<file path="src/rtl/regfile_pkg.sv">
// Shared constants and pair-operation encoding for the register file.
package regfile_pkg;

  localparam int unsigned DATASIZE_DEF = 8;
  localparam int unsigned REGBIT_DEF   = 3;

  typedef enum logic [1:0] {
    POP_NONE,
    POP_WRITE,
    POP_INC,
    POP_DEC
  } pair_op_e;

endpackage

</file>
<file path="src/rtl/regfile_ext_register.sv">
// Single storage element: load-enabled register with synchronous active-low reset.
module register #(
  parameter int unsigned WIDTH = 8
) (
  input  logic             clk,
  input  logic             rst,
  input  logic             en,
  input  logic [WIDTH-1:0] d,
  output logic [WIDTH-1:0] q
);

  logic [WIDTH-1:0] q_d;
  logic [WIDTH-1:0] q_q;

  always_comb begin
    q_d = q_q;
    if (en) q_d = d;
  end

  always_ff @(posedge clk) begin
    if (!rst) q_q <= '0;
    else      q_q <= q_d;
  end

  assign q = q_q;

endmodule

</file>
<file path="src/rtl/regfile_ext.sv">
// Register file with byte writes, 16-bit pair write/inc/dec, flag register and two read ports.
// Define REGFILE_BYPASS_EN to forward same-edge write results onto the read ports.
module regfile_ext
  import regfile_pkg::*;
#(
  parameter int unsigned DATASIZE = DATASIZE_DEF,
  parameter int unsigned REGBIT   = REGBIT_DEF
) (
  input  logic                  clk,
  input  logic                  rst,
  input  logic                  wrenb,
  input  logic [REGBIT-1:0]     waddr,
  input  logic [DATASIZE-1:0]   wdata,
  input  logic                  pwenb,
  input  logic                  incenb,
  input  logic                  decenb,
  input  logic [REGBIT-2:0]     paddr,
  input  logic [2*DATASIZE-1:0] pdata,
  output logic [2*DATASIZE-1:0] pdout,
  output logic                  pzero,
  input  logic                  flenb,
  input  logic [DATASIZE-1:0]   flmask,
  input  logic [DATASIZE-1:0]   ifdat,
  output logic [DATASIZE-1:0]   ofdat,
  input  logic                  r1enb,
  input  logic                  r2enb,
  input  logic [REGBIT-1:0]     r1add,
  input  logic [REGBIT-1:0]     r2add,
  output logic [DATASIZE-1:0]   r1dat,
  output logic [DATASIZE-1:0]   r2dat
);

  localparam int unsigned NREG = 2 ** REGBIT;
  localparam int unsigned PW   = 2 * DATASIZE;

  logic [DATASIZE-1:0] reg_q [NREG];
  logic [DATASIZE-1:0] reg_d [NREG];
  logic [NREG-1:0]     reg_en;

  pair_op_e          pair_op;
  logic [REGBIT-1:0] hi_idx;
  logic [REGBIT-1:0] lo_idx;
  logic [PW-1:0]     pair_val;
  logic [PW-1:0]     pair_res;

  logic [DATASIZE-1:0] flag_d, flag_q;
  logic [DATASIZE-1:0] r1dat_d, r1dat_q;
  logic [DATASIZE-1:0] r2dat_d, r2dat_q;
  logic                pzero_d, pzero_q;

  assign hi_idx   = {paddr, 1'b0};
  assign lo_idx   = {paddr, 1'b1};
  assign pair_val = {reg_q[hi_idx], reg_q[lo_idx]};
  assign pdout    = pair_val;

  always_comb begin
    pair_op = POP_NONE;
    if (pwenb)       pair_op = POP_WRITE;
    else if (incenb) pair_op = POP_INC;
    else if (decenb) pair_op = POP_DEC;
  end

  always_comb begin
    pair_res = pair_val;
    pzero_d  = 1'b0;
    case (pair_op)
      POP_WRITE: pair_res = pdata;
      POP_INC:   pair_res = pair_val + PW'(1);
      POP_DEC:   pair_res = pair_val - PW'(1);
      default:   pair_res = pair_val;
    endcase
    if (pair_op == POP_INC || pair_op == POP_DEC) pzero_d = (pair_res == '0);
  end

  // Pair operation is applied after the byte write so it wins on a shared register.
  always_comb begin
    for (int unsigned i = 0; i < NREG; i++) begin
      reg_d[i]  = reg_q[i];
      reg_en[i] = 1'b0;
      if (wrenb && waddr == REGBIT'(i)) begin
        reg_d[i]  = wdata;
        reg_en[i] = 1'b1;
      end
      if (pair_op != POP_NONE && hi_idx == REGBIT'(i)) begin
        reg_d[i]  = pair_res[PW-1:DATASIZE];
        reg_en[i] = 1'b1;
      end
      if (pair_op != POP_NONE && lo_idx == REGBIT'(i)) begin
        reg_d[i]  = pair_res[DATASIZE-1:0];
        reg_en[i] = 1'b1;
      end
    end
  end

  for (genvar g = 0; g < NREG; g++) begin : reg_block
    register #(.WIDTH(DATASIZE)) u_reg (
      .clk (clk),
      .rst (rst),
      .en  (reg_en[g]),
      .d   (reg_d[g]),
      .q   (reg_q[g])
    );
  end

  always_comb begin
    flag_d = flag_q;
    if (flenb) flag_d = (flag_q & ~flmask) | (ifdat & flmask);
  end

  always_comb begin
    r1dat_d = r1dat_q;
    r2dat_d = r2dat_q;
`ifdef REGFILE_BYPASS_EN
    if (r1enb) r1dat_d = reg_en[r1add] ? reg_d[r1add] : reg_q[r1add];
    if (r2enb) r2dat_d = reg_en[r2add] ? reg_d[r2add] : reg_q[r2add];
`else
    if (r1enb) r1dat_d = reg_q[r1add];
    if (r2enb) r2dat_d = reg_q[r2add];
`endif
  end

  always_ff @(posedge clk) begin
    if (!rst) begin
      flag_q  <= '0;
      r1dat_q <= '0;
      r2dat_q <= '0;
      pzero_q <= 1'b0;
    end else begin
      flag_q  <= flag_d;
      r1dat_q <= r1dat_d;
      r2dat_q <= r2dat_d;
      pzero_q <= pzero_d;
    end
  end

  assign ofdat = flag_q;
  assign r1dat = r1dat_q;
  assign r2dat = r2dat_q;
  assign pzero = pzero_q;

endmodule

</file>
<file path="config.mk">
export PLATFORM = sky130hd
export DESIGN_NAME = regfile_ext
export DESIGN_NICKNAME = d
export VERILOG_FILES = /design/src/rtl/regfile_pkg.sv /design/src/rtl/regfile_ext_register.sv /design/src/rtl/regfile_ext.sv
export SDC_FILE = /design/constraint.sdc
export NUM_CORES = 1
export LEC_CHECK = 0
export CAP_MARGIN = 10
export CORE_MARGIN = 3
export CORE_UTILIZATION = 54
export DETAILED_ROUTE_END_ITERATION = 7
export PLACE_DENSITY = 0.88
export SYNTH_ARGS = -nofsm -noshare
export SYNTH_HDL_FRONTEND = slang
export SYNTH_SLANG_ARGS = --single-unit
</file>
<file path="constraint.sdc">
create_clock -name clk -period 4.7 [get_ports clk]
set_input_delay 0.705 -clock clk [delete_from_list [all_inputs] [get_ports clk]]
set_output_delay 0.705 -clock clk [all_outputs]
set_load 0.005 [all_outputs]
</file>
### Yosys cells after proc, flatten, opt, wreduce, memory -nomap -nowiden

Index checks and enable logic that the tools add are counted.

* add/subtract/negate cells: 2
* $mul: 0
* divide/modulo/power cells: 0
* order comparisons: 4
* eq/ne operators: 13
* shift operators: 0
* muxes and demuxes: 50
* bitwise operators: 8
* reduce and logical (&&, ||, !) cells: 38

Operator list (count)
* 8-bit 2-to-1 mux: 25
* 8-bit binary-select mux with 3-bit select: 4
* 16-bit case mux with 3 select lines: 1
* 2-bit AND reduction: 9
* 1-bit 2-to-1 mux: 17
* 16-bit by 1-bit adder with 16-bit output (second input constant): 1
* 8-bit bitwise AND: 2
* 4-bit greater-or-equal comparator (second input constant): 4
* 16-bit zero test: 1
* 3-bit inverter with 4-bit output: 4
* 2-bit nonzero test: 8
* 16-bit by 1-bit subtractor with 16-bit output (second input constant): 1
* 1-bit logical AND: 14
* 3-bit equality test (second input constant): 4
* 3-bit zero test: 3
* 2-bit equality test (second input constant): 4
* 8-bit inverter: 1
* 8-bit OR: 1
* 3-bit by 2-bit equality test with 1-bit output (second input constant): 2
* 2-bit 2-to-1 mux: 3
* 2-bit by 1-bit equality test with 1-bit output (second input constant): 2
* 3-bit by 1-bit equality test with 1-bit output (second input constant): 1
* 3-bit nonzero test: 1
* 2-bit zero test: 1
* 1-bit logical OR: 1

* register bits after elaboration: 89
* bits in latches: 0
* memory bits (writable): 0
* ROM bits: 0
* input port bits: 60
* output and inout port bits: 41
* logic and storage cells: 127
* memories kept: 0

### Longest topological paths before layout

* depth in word-level cells: 8
* mapped depth: 12

### By module

A second synthesis with hierarchy kept.

* cells, all modules: 818
* area, all modules: 7464.7 um^2

Modules (own cells, without submodules)
* regfile_ext: times used 1, cells an instance 618, area each 5052.3 um^2
* register: times used 8, cells an instance 25, area each 301.5 um^2

### Least setup slack after synthesis

OpenSTA, ideal clock, no wires.

* path type: input -> register
* from: in paddr[1]
* to: reg pzero_q, in the netlist pzero
* setup time: 0.087 ns
* arrival: 3.548 ns
* required time: 4.613 ns
* path slack: 1.065 ns
* stages: 9
* cells stage by stage: buf_6 > mux4_2 > or4_1 > nor4_2 > a21oi_2 > xnor2_1 > or4b_1 > or4_1 > nor4b_2

* cells in the longest elaborated chain, start to end: 7
* elaborated cells on any way between the ends: 12
* those cells by class: add/sub (2); mux (7); bitwise (2); reduce/logical (1)

Ends and longest elaborated chain
* start: declaration: RTL line regfile_ext.sv:17 `input logic [REGBIT-2:0] paddr,`
* 3-bit inverter with 4-bit output (implied by the code) *: RTL line regfile_ext.sv:53 `assign pair_val = {reg_q[hi_idx], reg_q[lo_idx]};`
* 8-bit binary-select mux with 3-bit select *: RTL line regfile_ext.sv:53
* 8-bit 2-to-1 mux (implied by the code) * (2 in series): RTL line regfile_ext.sv:53
* via pdout[4]: RTL line regfile_ext.sv:19 `output logic [2*DATASIZE-1:0] pdout,`
* 16-bit by 1-bit subtractor with 16-bit output or 16-bit by 1-bit adder with 16-bit output (tied branches): RTL line regfile_ext.sv:69, regfile_ext.sv:68
* 16-bit case mux with 3 select lines *: RTL line regfile_ext.sv:66 `case (pair_op)`
* 16-bit zero test *: RTL line regfile_ext.sv:72 `if (pair_op == POP_INC || pair_op == POP_DEC) pzero_d = (pair_res == '0);`
* end signal: assignment: RTL line regfile_ext.sv:132 `pzero_q <= pzero_d;`
* end: declaration: RTL line regfile_ext.sv:49 `logic pzero_d, pzero_q;`

The timed path passes the listed nets; every way through them passes the cells marked *. The select of a mux whose other input is x is not followed.
A chain may end at the register's enable or synchronous reset.

### Worst setup path after layout

* from: in paddr[1]
* to: reg reg_block[0].u_reg.q_q[4]

* cells in the longest elaborated chain, start to end: 8
* elaborated cells on any way between the ends: 21
* those cells by class: add/sub (2); mux (11); bitwise (2); reduce/logical (6)

Ends and longest elaborated chain
* 3-bit inverter with 4-bit output (implied by the code): RTL line regfile_ext.sv:53
* 8-bit binary-select mux with 3-bit select: RTL line regfile_ext.sv:53
* 8-bit 2-to-1 mux (implied by the code) (2 in series): RTL line regfile_ext.sv:53
* 16-bit by 1-bit subtractor with 16-bit output or 16-bit by 1-bit adder with 16-bit output (tied branches): RTL line regfile_ext.sv:69, regfile_ext.sv:68
* 16-bit case mux with 3 select lines: RTL line regfile_ext.sv:66
* 8-bit 2-to-1 mux: RTL line regfile_ext.sv:84 `if (pair_op != POP_NONE && hi_idx == REGBIT'(i)) begin`
* 8-bit 2-to-1 mux: RTL line regfile_ext.sv:88 `if (pair_op != POP_NONE && lo_idx == REGBIT'(i)) begin`
* end signal: assignment: RTL line regfile_ext_register.sv:22 `else q_q <= q_d;`
* end: declaration: RTL line regfile_ext_register.sv:13 `logic [WIDTH-1:0] q_q;`

Several ways; a longest one is shown, not always the timed one. The select of a mux whose other input is x is not followed.

==> reports/qor.yml <==
synth-seq-cells: 89
syn_area_um2: 6550
ys_top_cells_by_count: "139 x nand2_1, 89 x dfxtp_1, 84 x mux2i_1, 60 x o211a_1, 52 x mux4_2"
area_growth_pct: 20.9
tns_ns: 0
grt_usage_pct: 31.8
syn_inst: 691
grt_pass1_wl_um: 32600
finalCritPeriodShare_pct: 89.0
cts_max_level: 3
status: "complete, no violations"
hold_class: "flop to flop"
grt_setup_unrepaired: "false"
cts_buffer_depth: 2
async_flop_share_pct: 0
dieArea_um2: 13500
drive_above_1_share_pct: 14.5
cap_violations: 0
initial_core_util_pct: 56.4
multi_input_area_um2: 4460
wirelength_um: 21200
leakagePower_nw: 3.77
critical-path-max-stage-delay_ns: 0.71
hold_depth: 2
clock-root-buffer: "clkbuf_16"
final-setup-viol-count: 0
antenna_cells: 0
num_vias: 6286
cts_buffers: 9
hold_viol_final: 0
crit_path_cell_trace: "clkdlybuf4s50_1, mux4_2, xnor2_1, ha_1, nor3_1, nand2_1, o41ai_1, xor2_1, o22ai_1, nand2_1, and3_1"
pwr-share-seq_pct: 38.4
fin_crit_ns: 4.18
wire_per_inst_um: 23.5
start_kind: "input pin"
nNetsFinal: 818
crit_required_ns: 4.95
worstSetupEndpointType: "flop"
clkSinkCount: 89
clock_power_share_pct: 33.8
grt_max_degree: 53
postPlaceCellArea_um2: 7600
critPathTopFamily: "compound AO/OA/AOI/OAI gates"
ff2ff_path_depth: 10
power.switching_mw: 0.702
synth_top_area_share_pct: 27.2
synth.avg_cell_area_um2: 9.48
clock_latency_ns: 0.35
cts_tree: "yes"
path_buf_inv: 1
placementRows: 39
yosys_warnings: 0
r2r_start: "reg_block[1].u_reg.q[1]$_SDFFE_PN0P_"
vdd_ir_drop_max_mv: 0.307
post-dp-hpwl_um: 15400
synth_edf_count: 0
chipHeight_um: 116
timing.rr.end: "reg_block[0].u_reg.q[4]$_SDFFE_PN0P_"
yosysUniqueCellTypes: 63
ant_nets: 0
core_um2: 11600
crit_top_cell: "nand2_1"
relSlewSlack_pct: 18.3
routabilityCongestion: 1.04
fmax_mhz: 239
drcViolationCount: 0
drtIter0Drc: 680
ctsHoldBuffers: 0
cp.depth: 11
firstDrtPassIters: 6
critical_path_class: "input pin to flop"
ys_seq_area_share_pct: 27.2
cp_data_arrival_time_ns: 4.43
sw_frac_of_total_pct: 30.6
syn-num-nets: 754
die_x_um: 116
grt_overflow: 0
numPortBuffers: 100
stdcell_area_um2: 7920
r2r_slack_ns: 1.30
pwr-share-comb_pct: 27.8
p_per_area_nw_per_um2: 290
cts_setup_buffers: 0
slew_violations: 0
antenna_found_initial: 0
slowest_stage: "clkdlybuf4s50_1"
post_cts_resized: 0
grt_pass1_vias: 6004
yosysMostFrequentCell: "nand2_1"
synthFlopType: "dfxtp_1"
nFillCells: 877
clk_pin_slew_ns: 0.07
seqCellArea_um2: 1780
synth.largest_area_cell: "dfxtp_1"
worstMarginPinSlew_ns: 1.22
p_int_mw: 1.59
avgViaCountPerCell: 6.97
synthTopCellsByArea: "dfxtp_1 27%, mux4_2 18%, mux2i_1 13%, o211a_1 9.2%, nand2_1 8.0%"
critPathMaxFanout: 10
skew_ns: 0.00690
io_pins: 101
how the worst max path moves through the flow:
stage,start,end,slack (ns)
2_1_floorplan,paddr[1],pzero$_SDFF_PN0_,1.07
3_3_place_gp,paddr[1],pzero$_SDFF_PN0_,0.28
3_5_place_dp,paddr[1],pzero$_SDFF_PN0_,0.24
4_1_cts,paddr[1],pzero$_SDFF_PN0_,0.60
5_1_grt,paddr[1],pzero$_SDFF_PN0_,0.33
6_report,paddr[1],reg_block[0].u_reg.q[4]$_SDFFE_PN0P_,0.52
cells in the final DEF (no fill, tap or decap), types with 5 or more instances in the layout:
| cell type | Yosys | routed |
|---|---|---|
| nand3_1 | 16 | 16 |
| a21boi_0 | 8 | 8 |
| buf_4 | 1 | 21 |
| xnor2_1 | 9 | 9 |
| a21oi_1 | 6 | 6 |
| clkdlybuf4s50_1 | 0 | 99 |
| nand2_1 | 139 | 139 |
| or2_2 | 9 | 9 |
| nand2b_1 | 6 | 6 |
| o21ai_0 | 9 | 9 |
| nor2_1 | 19 | 19 |
| mux2i_1 | 84 | 84 |
| dfxtp_1 | 89 | 89 |
| mux4_2 | 52 | 52 |
| o211a_1 | 60 | 60 |
| o31ai_1 | 6 | 6 |
| xor2_1 | 5 | 5 |
| and3_1 | 19 | 19 |
| a22oi_1 | 5 | 5 |
| nor3_1 | 12 | 12 |
| o22ai_1 | 5 | 5 |
| clkbuf_16 | 0 | 9 |
metal layers:
metal	vias up	track usage [%]	routed length, um
li1	2720	-	-
met1	2976	40.9	7930
met2	494	50.6	9620
met3	96	8.03	2530
met4	0	14.7	1090
met5	-	0	0
power by group through the flow:
stage | clock network (mW) | registers [mW] | logic [mW]
2_1_floorplan | 0 | 0.865 | 0.409
3_3_place_gp | 0 | 0.886 | 0.608
3_5_place_dp | 0 | 0.891 | 0.626
4_1_cts | 0.779 | 0.874 | 0.629
5_1_grt | 0.807 | 0.885 | 0.686
6_report | 0.776 | 0.880 | 0.639
state kept, by name (all words and copies together) (netlist names), named ones only:
name               count
reg_block.u_reg.q     64
pzero                  1
r1dat                  8
r2dat                  8
layout make-up:
class	count	share of cell area (%)
Sequential cell	89	22.5
Clock inverter	6	1.17
Tap cell	143	2.26
Multi-Input combinational cell	528	56.4
Timing Repair Buffer	121	14.6
Inverter	6	0.284
Clock buffer	9	2.84
stage by stage:
stage | hold slack, ns | utilization [%] | total power [mW] | std cells | worst slack (ns)
after floorplan | 0.460 | - | 1.27 | 691 | 1.07
after global placement | 0.452 | 65.4 | 1.49 | 887 | 0.277
after detailed placement | 0.463 | 65.4 | 1.52 | 887 | 0.240
after CTS | 0.472 | 68.2 | 2.28 | 902 | 0.599
after global routing | 0.498 | 68.2 | 2.38 | 902 | 0.330
final | 0.467 | 68.2 | 2.30 | 902 | 0.519
cells by family after synthesis:
logic type,after synthesis,synth area share (%)
buffers and inverters,74,4.62
adders and majority gates,3,0.573
and+or+nand+nor,247,18.2
AOI/OAI and AO/OA,125,16.3
muxes,139,31.2
xor gates and xnor gates,14,1.87
DFF,89,27.2
worst min-delay path, cell delays in order (launching register included):
cell      delay (ns)
dfxtp_1         0.31
nand2_1         0.05
a21boi_0        0.06
Note: power is estimated with default switching activity, not from simulation.
